File: src/rtl/bin2bcd_seq.sv
// Iterative double-dabble binary-to-BCD converter feeding a 3-digit display scanner.
// Latency W+1 cycles from accepting edge; start is ignored while busy, digits hold between conversions.
module bin2bcd_seq #(
    parameter int W = 10
) (
    input  logic         clk,
    input  logic         rst_n,
    input  logic         start,
    input  logic [W-1:0] bin,
    output logic         busy,
    output logic         done,
    output logic [3:0]   bcd_u,
    output logic [3:0]   bcd_d,
    output logic [3:0]   bcd_c,
    output logic         ovf
);

    localparam int CW = $clog2(W + 1);

    typedef enum logic [1:0] {
        S_IDLE  = 2'd0,
        S_SHIFT = 2'd1,
        S_DONE  = 2'd2
    } state_t;

    state_t        state;
    state_t        state_nxt;
    logic [11:0]   acc;
    logic [11:0]   acc_adj;
    logic [11:0]   acc_shift;
    logic [W-1:0]  sh;
    logic [CW-1:0] cnt;
    logic          ovf_pend;
    logic [10:0]   bin_ext;
    logic          load;
    logic          shift_en;
    logic          finish;

    always_ff @(posedge clk or negedge rst_n) begin
        if (!rst_n) begin
            state <= S_IDLE;
        end else begin
            state <= state_nxt;
        end
    end

    always_comb begin
        state_nxt = state;
        case (state)
            S_IDLE:  if (start) state_nxt = S_SHIFT;
            S_SHIFT: if (cnt == CW'(1)) state_nxt = S_DONE;
            S_DONE:  state_nxt = S_IDLE;
            default: state_nxt = S_IDLE;
        endcase
    end

    always_comb begin
        busy     = (state != S_IDLE);
        load     = (state == S_IDLE) && start;
        shift_en = (state == S_SHIFT);
        finish   = (state == S_DONE);
    end

    // Add-3 correction on all nibbles happens before the shift of the same edge.
    always_comb begin
        acc_adj = acc;
        for (int i = 0; i < 3; i++) begin
            if (acc[4*i +: 4] >= 4'd5) begin
                acc_adj[4*i +: 4] = acc[4*i +: 4] + 4'd3;
            end
        end
        acc_shift = (acc_adj << 1) | 12'(sh[W-1]);
        bin_ext   = 11'(bin);
    end

    always_ff @(posedge clk or negedge rst_n) begin
        if (!rst_n) begin
            acc      <= '0;
            sh       <= '0;
            cnt      <= '0;
            ovf_pend <= 1'b0;
        end else if (load) begin
            acc      <= '0;
            sh       <= bin;
            cnt      <= CW'(W);
            ovf_pend <= (bin_ext > 11'd999);
        end else if (shift_en) begin
            acc <= acc_shift;
            sh  <= sh << 1;
            cnt <= cnt - 1'b1;
        end
    end

    // Display-facing registers only change on the completion edge.
    always_ff @(posedge clk or negedge rst_n) begin
        if (!rst_n) begin
            done  <= 1'b0;
            bcd_u <= 4'd0;
            bcd_d <= 4'd0;
            bcd_c <= 4'd0;
            ovf   <= 1'b0;
        end else begin
            done <= finish;
            if (finish) begin
                if (ovf_pend) begin
                    bcd_c <= 4'd9;
                    bcd_d <= 4'd9;
                    bcd_u <= 4'd9;
                    ovf   <= 1'b1;
                end else begin
                    bcd_c <= acc[11:8];
                    bcd_d <= acc[7:4];
                    bcd_u <= acc[3:0];
                    ovf   <= 1'b0;
                end
            end
        end
    end

endmodule

File: config.mk
export PLATFORM = sky130hd
export DESIGN_NAME = bin2bcd_seq
export DESIGN_NICKNAME = d
export VERILOG_FILES = /design/src/rtl/bin2bcd_seq.sv
export SDC_FILE = /design/constraint.sdc
export NUM_CORES = 1
export LEC_CHECK = 0
export CAP_MARGIN = 20
export CELL_PAD_IN_SITES_DETAIL_PLACEMENT = 0
export CELL_PAD_IN_SITES_GLOBAL_PLACEMENT = 1
export CORE_MARGIN = 2
export CORE_UTILIZATION = 38
export CTS_BUF_LIST = sky130_fd_sc_hd__clkbuf_16
export DETAILED_ROUTE_END_ITERATION = 16
export PLACE_DENSITY_LB_ADDON = 0.1
export SETUP_SLACK_MARGIN = 0.15
export SLEW_MARGIN = 20
export SYNTH_ARGS = -nofsm -noshare
export SYNTH_HDL_FRONTEND = slang
export SYNTH_SLANG_ARGS = --single-unit
File: constraint.sdc
create_clock -name clk -period 4.3 [get_ports clk]
set_input_delay 0.86 -clock clk [delete_from_list [all_inputs] [get_ports clk]]
set_output_delay 0.86 -clock clk [all_outputs]
set_load 0.02 [all_outputs]
# Word-level counts from Yosys, hierarchy flattened
# Index checks and enable logic that the tools add are counted.
# W data, S select, Z words.
[word_totals] mem_bits_ro=0 reg_bits=43 n_memories=0 output_inout_bits=15 latch_bits=0 elab_cells=45 input_bits=13 mem_bits_rw=0
[classes] magnitude_cmp=4 add_sub_neg=4 n_reduce_logical=5 div_mod_pow=0 n_eq_ne=5 muxes=16 mul=0 bitwise_logic=1 shifts=0
[ops] operator="$mux W4" count=7
[ops] operator="$mux W12" count=2
[ops] operator="$mux W10" count=2
[ops] operator="$ge A4 B3 Y1 const B" count=3
[ops] operator="$or A12 B1 Y12" count=1
[ops] operator="$gt A10 B10 Y1 const B" count=1
[ops] operator="$add A4 B2 Y4 const B" count=2
[ops] operator="$eq A4 B1 Y1 const B" count=1
[ops] operator="$mux W2" count=2
[ops] operator="$pmux W2 S2" count=1
[ops] operator="$reduce_bool A2 Y1" count=2
[ops] operator="$sub A4 B1 Y4 const B" count=1
[ops] operator="$add A3 B2 Y3 const B" count=1
[ops] operator="$mux W3" count=1
[ops] operator="$eq A2 B1 Y1 const B" count=1
[ops] operator="$eq A2 B2 Y1 const B" count=1
[ops] operator="$logic_not A2 Y1" count=1
[ops] operator="$ne A2 B1 Y1 const B" count=1
[ops] operator="$ne A2 B2 Y1 const B" count=1
[ops] operator="$reduce_and A2 Y1" count=1
[ops] operator="$logic_and A1 B1 Y1" count=1
[ops] operator="$mux W1" count=1

# Longest topological paths before layout
[logic_depth] depth_word=5 ltp_mapped=6 ltp_nobuf=6

# Worst setup path after synthesis
# Ideal clock, no wire load.
[synth_timing] path_kind="input-to-reg" start="input start" end="register acc[3]" t_required_ps=4178 path_buffers=1 setup_ps=122 stages=5 arrival_time_ps=1647 path_slack_ps=2532 cell_sequence="or3b_1 buf_2 nand2_2 o31ai_1 a32o_1"
[synth_via] elab_chain_len=2 elab_cells_between_ends=3 classes_between="1 x mux; 2 x reduce/logical"
[synth_lines] item="from (decl)" line_no="8" rtl="input logic start,"
[synth_lines] item="$logic_and A1 B1 Y1 (*)" line_no="59" rtl="load = (state == S_IDLE) && start;"
[synth_lines] item="$mux W12 / $reduce_bool A2 Y1 (equally long branches)"
[synth_lines] item="to (signal assigned)" line_no="88" rtl="acc <= acc_shift;"
[synth_lines] item="to (decl)" line_no="28" rtl="logic [11:0] acc;"
# Mark *: on every way between the ends. The rest lies on a longest branch, timed or not.
# A chain may end at the register's enable or synchronous reset.

# Worst setup path in the final report
[layout_timing] start="register state[1]" end="output busy"
[layout_via] elab_chain_len=1
[layout_lines] item="from (decl)" line_no="26" rtl="state_t state;"
[layout_lines] item="from (signal assigned)" line_no="43" rtl="state <= state_nxt;"
[layout_lines] item="$reduce_bool A2 Y1" line_no="58" rtl="busy = (state != S_IDLE);"
[layout_lines] item="to (decl)" line_no="10" rtl="output logic busy,"
# Every way passes these cells.

==> impl_metrics.tcl <==
set metrics [dict create \
    core_area_um2 5110 \
    syn-instance-count 201 \
    grt_start_max_net_pins 44 \
    critPathMaxStageDelay_ns 0.54 \
    fin_tns_setup_ns 0 \
    dieHeight_um 76.6 \
    cts_buffers 5 \
    fin_crit_ns 2.40 \
    ys_ff_latch 43 \
    cts_root_buffer "clkbuf_16" \
    critPathKind "reg2out" \
    drive_gt1_frac 0.0628 \
    synth_warnings 0 \
    track_usage 0.142 \
    final_cell_mix "dfrtp_1, nand2_1, clkdlybuf4s50_1" \
    muxShareOfSynthArea 0.0225 \
    syn_area_um2 2000 \
    tightestPinTransition_ns 0.966 \
    vdd_ir_drop_max_mv 0.345 \
    clockPowerShare 0.202 \
    rows 26 \
    reg2reg_from "state[1]$_DFFE_PN0P_" \
    antenna_found_initial 0 \
    switching_share 0.371 \
    synth-edff-count 0 \
    cts_resized 0 \
    cts_tree "built" \
    p_sw_uw 634 \
    synth-compound-area-share 0.148 \
    path_cells "or2_2 -> clkdlybuf4s50_1" \
    via_per_inst 4.99 \
    grt_pass1_vias 1501 \
    synth_adder_area_share 0.0500 \
    slew_viol_final 0 \
    skew_ns 0.00266 \
    power_density_nw_per_um2 702 \
    final.period_utilization 0.559 \
    pre_cts_slack_ns 1.73 \
    ys_types 27 \
    final_common_cell "dfrtp_1" \
    hold_slack_ns 0.472 \
    leakagePower_uw 0.00109 \
    routedWlPerCell_um 12.9 \
    clk_latency_ns 0.28 \
    pwr-share-seq 0.397 \
    firstDrtPassIters 4 \
    grt_pass1_wl_um 6710 \
    place.gp.congestion 0.743 \
    intPower_uw 1070 \
    drc 0 \
    die_area_um2 5860 \
    rsz0062_at_grt "false" \
    worst-endpoint-required_ns 3.44 \
    multi_input_area_um2 835 \
    io_pins 28 \
    crit_family "buffers and inverters" \
    finalWorstSetupSlack_ns 1.90 \
    final-hold-violation-count 0 \
    setup_viol 0 \
    r2r_cells 4 \
    synthFlopType "dfrtp_1" \
    ys_async_sr_fraction 1.00 \
    cp_max_fo 6 \
    start_util 0.392 \
    drtAntennaViolNets 0 \
    startpoint_type "flop" \
    critical_path_buf_inv_count 1 \
    status "finished, final reports clean" \
    fin_nets 245 \
    syn-num-nets 222 \
    drt_iter0_markers 53 \
    comb_power_share 0.400 \
    grt_overflow 0 \
    wl_um 3780 \
    dieWidth_um 76.6 \
    critPathSlowestCell "clkdlybuf4s50_1" \
    yosys.area_share.simple 0.166 \
    clkTransAtPathRegs_ns 0.06 \
    timing.fmax_ghz 0.416 \
    max_slew_margin 0.356 \
    cts_hold_buf 0 \
    htreeDepth 2 \
    hpwl_um 2640 \
    area.sequential_um2 1080 \
    synth_xor_area_frac 0.0306 \
    vias 1463 \
    maxCapViolCount 0 \
    clk_path_buf_depth 2 \
    diodes 0 \
    synth_top_family_by_area "simple AND/OR/NAND/NOR gates" \
    crit_arrival_ns 1.54 \
    post_cts_buffers 0 \
    cts_sinks 43 \
    ff2ff_setup_slack_ns 2.53 \
    regToRegEndpoint "cnt[3]$_DFFE_PN0P_" \
    hold_path.class "reg2reg" \
    min-delay-start "bcd_c[1]$_DFFE_PN0P_" \
    synthToLayoutAreaGrowth_pct 21.6 \
    holdPathEnd "bcd_c[1]$_DFFE_PN0P_" \
    fin_util 0.476 \
    yosysSeqAreaShare 0.538 \
    fill_cells 498 \
    crit_path_end_kind "output port" \
    synth.avg_cell_area_um2 9.96 \
    worst_hold_path.num_cells 2 \
    io_buffers 27 \
]
==> area by class of cell <==
class,count,area share
clock buffer,5,0.0514
clock inverter,1,0.00154
inverter,9,0.0139
multi-input combinational,137,0.343
sequential,43,0.442
tap,70,0.0360
timing repair buffer,28,0.112
==> registers in the layout, indices dropped and copies added (netlist names) <==
name and flops:
bcd_c 4, ovf 1, cnt 4, bcd_u 4, acc 12, done 1, bcd_d 4, ovf_pend 1
state 2, sh 10
==> tightest hold or removal path, delay by kind of cell (launching register included) <==
kind / cells / cell delay, ns
AOI/OAI and AO/OA: 1 / 0.05
DFF: 1 / 0.33
and+or+nand+nor: 1 / 0.05
==> kinds of logic (layout without fill, tap and decap cells) <==
family / after synthesis / in the layout
xor+xnor: 7 / 7
mux: 4 / 4
buf+inv: 21 / 43
fa+ha+maj: 8 / 8
compound gates: 46 / 46
simple gates: 72 / 72
flops: 43 / 43
==> cell usage after synthesis, types with 2 or more instances <==
master | n | share of area
dfrtp_1 | 43 | 0.54
nand2_1 | 38 | 0.071
o21ai_0 | 20 | 0.050
buf_2 | 10 | 0.025
o31ai_1 | 10 | 0.037
a22oi_1 | 9 | 0.034
inv_1 | 9 | 0.017
nand3_1 | 9 | 0.022
ha_1 | 8 | 0.050
nand2b_1 | 8 | 0.025
nor2_1 | 7 | 0.013
mux2_2 | 4 | 0.022
xnor2_1 | 4 | 0.017
a21oi_1 | 3 | 0.0075
a32o_1 | 3 | 0.015
xor2_1 | 3 | 0.013
clkbuf_1 | 2 | 0.0038
nor3b_1 | 2 | 0.0075
==> power by group through the flow <==
stage	combinational, uW	sequential [uW]	clock (uW)
finish	684	679	345
global route	773	704	368
CTS	696	680	356
detailed placement	689	687	0
global placement	667	676	0
floorplan	464	704	0
==> how the worst max path moves through the flow <==
stage | cells past startpoint | end | startpoint
3_3_place_gp | 5 | acc[3]$_DFFE_PN0P_ | start
2_1_floorplan | 5 | acc[3]$_DFFE_PN0P_ | start
5_1_grt | 2 | busy | state[1]$_DFFE_PN0P_
6_report | 2 | busy | state[1]$_DFFE_PN0P_
4_1_cts | 2 | busy | state[1]$_DFFE_PN0P_
3_5_place_dp | 5 | acc[7]$_DFFE_PN0P_ | start
==> routing by layer <==
metal | routed length (um) | track usage | vias up | share of wire
met5 | 0 | 0 | - | 0
met4 | 51 | 0.0491 | 0 | 0.013
met3 | 182 | 0.0415 | 5 | 0.048
met2 | 1780 | 0.247 | 32 | 0.47
met1 | 1770 | 0.166 | 696 | 0.47
li1 | - | - | 730 | -
==> stage by stage <==
stage               power (uW)  area [um2]  std cells
global route              1850        2430        293
global placement          1340        2300        287
detailed placement        1380        2300        287
CTS                       1730        2430        293
finish                    1710        2430        293
floorplan                 1170        2000        201
No activity file was read; power rests on OpenSTA's default activity.
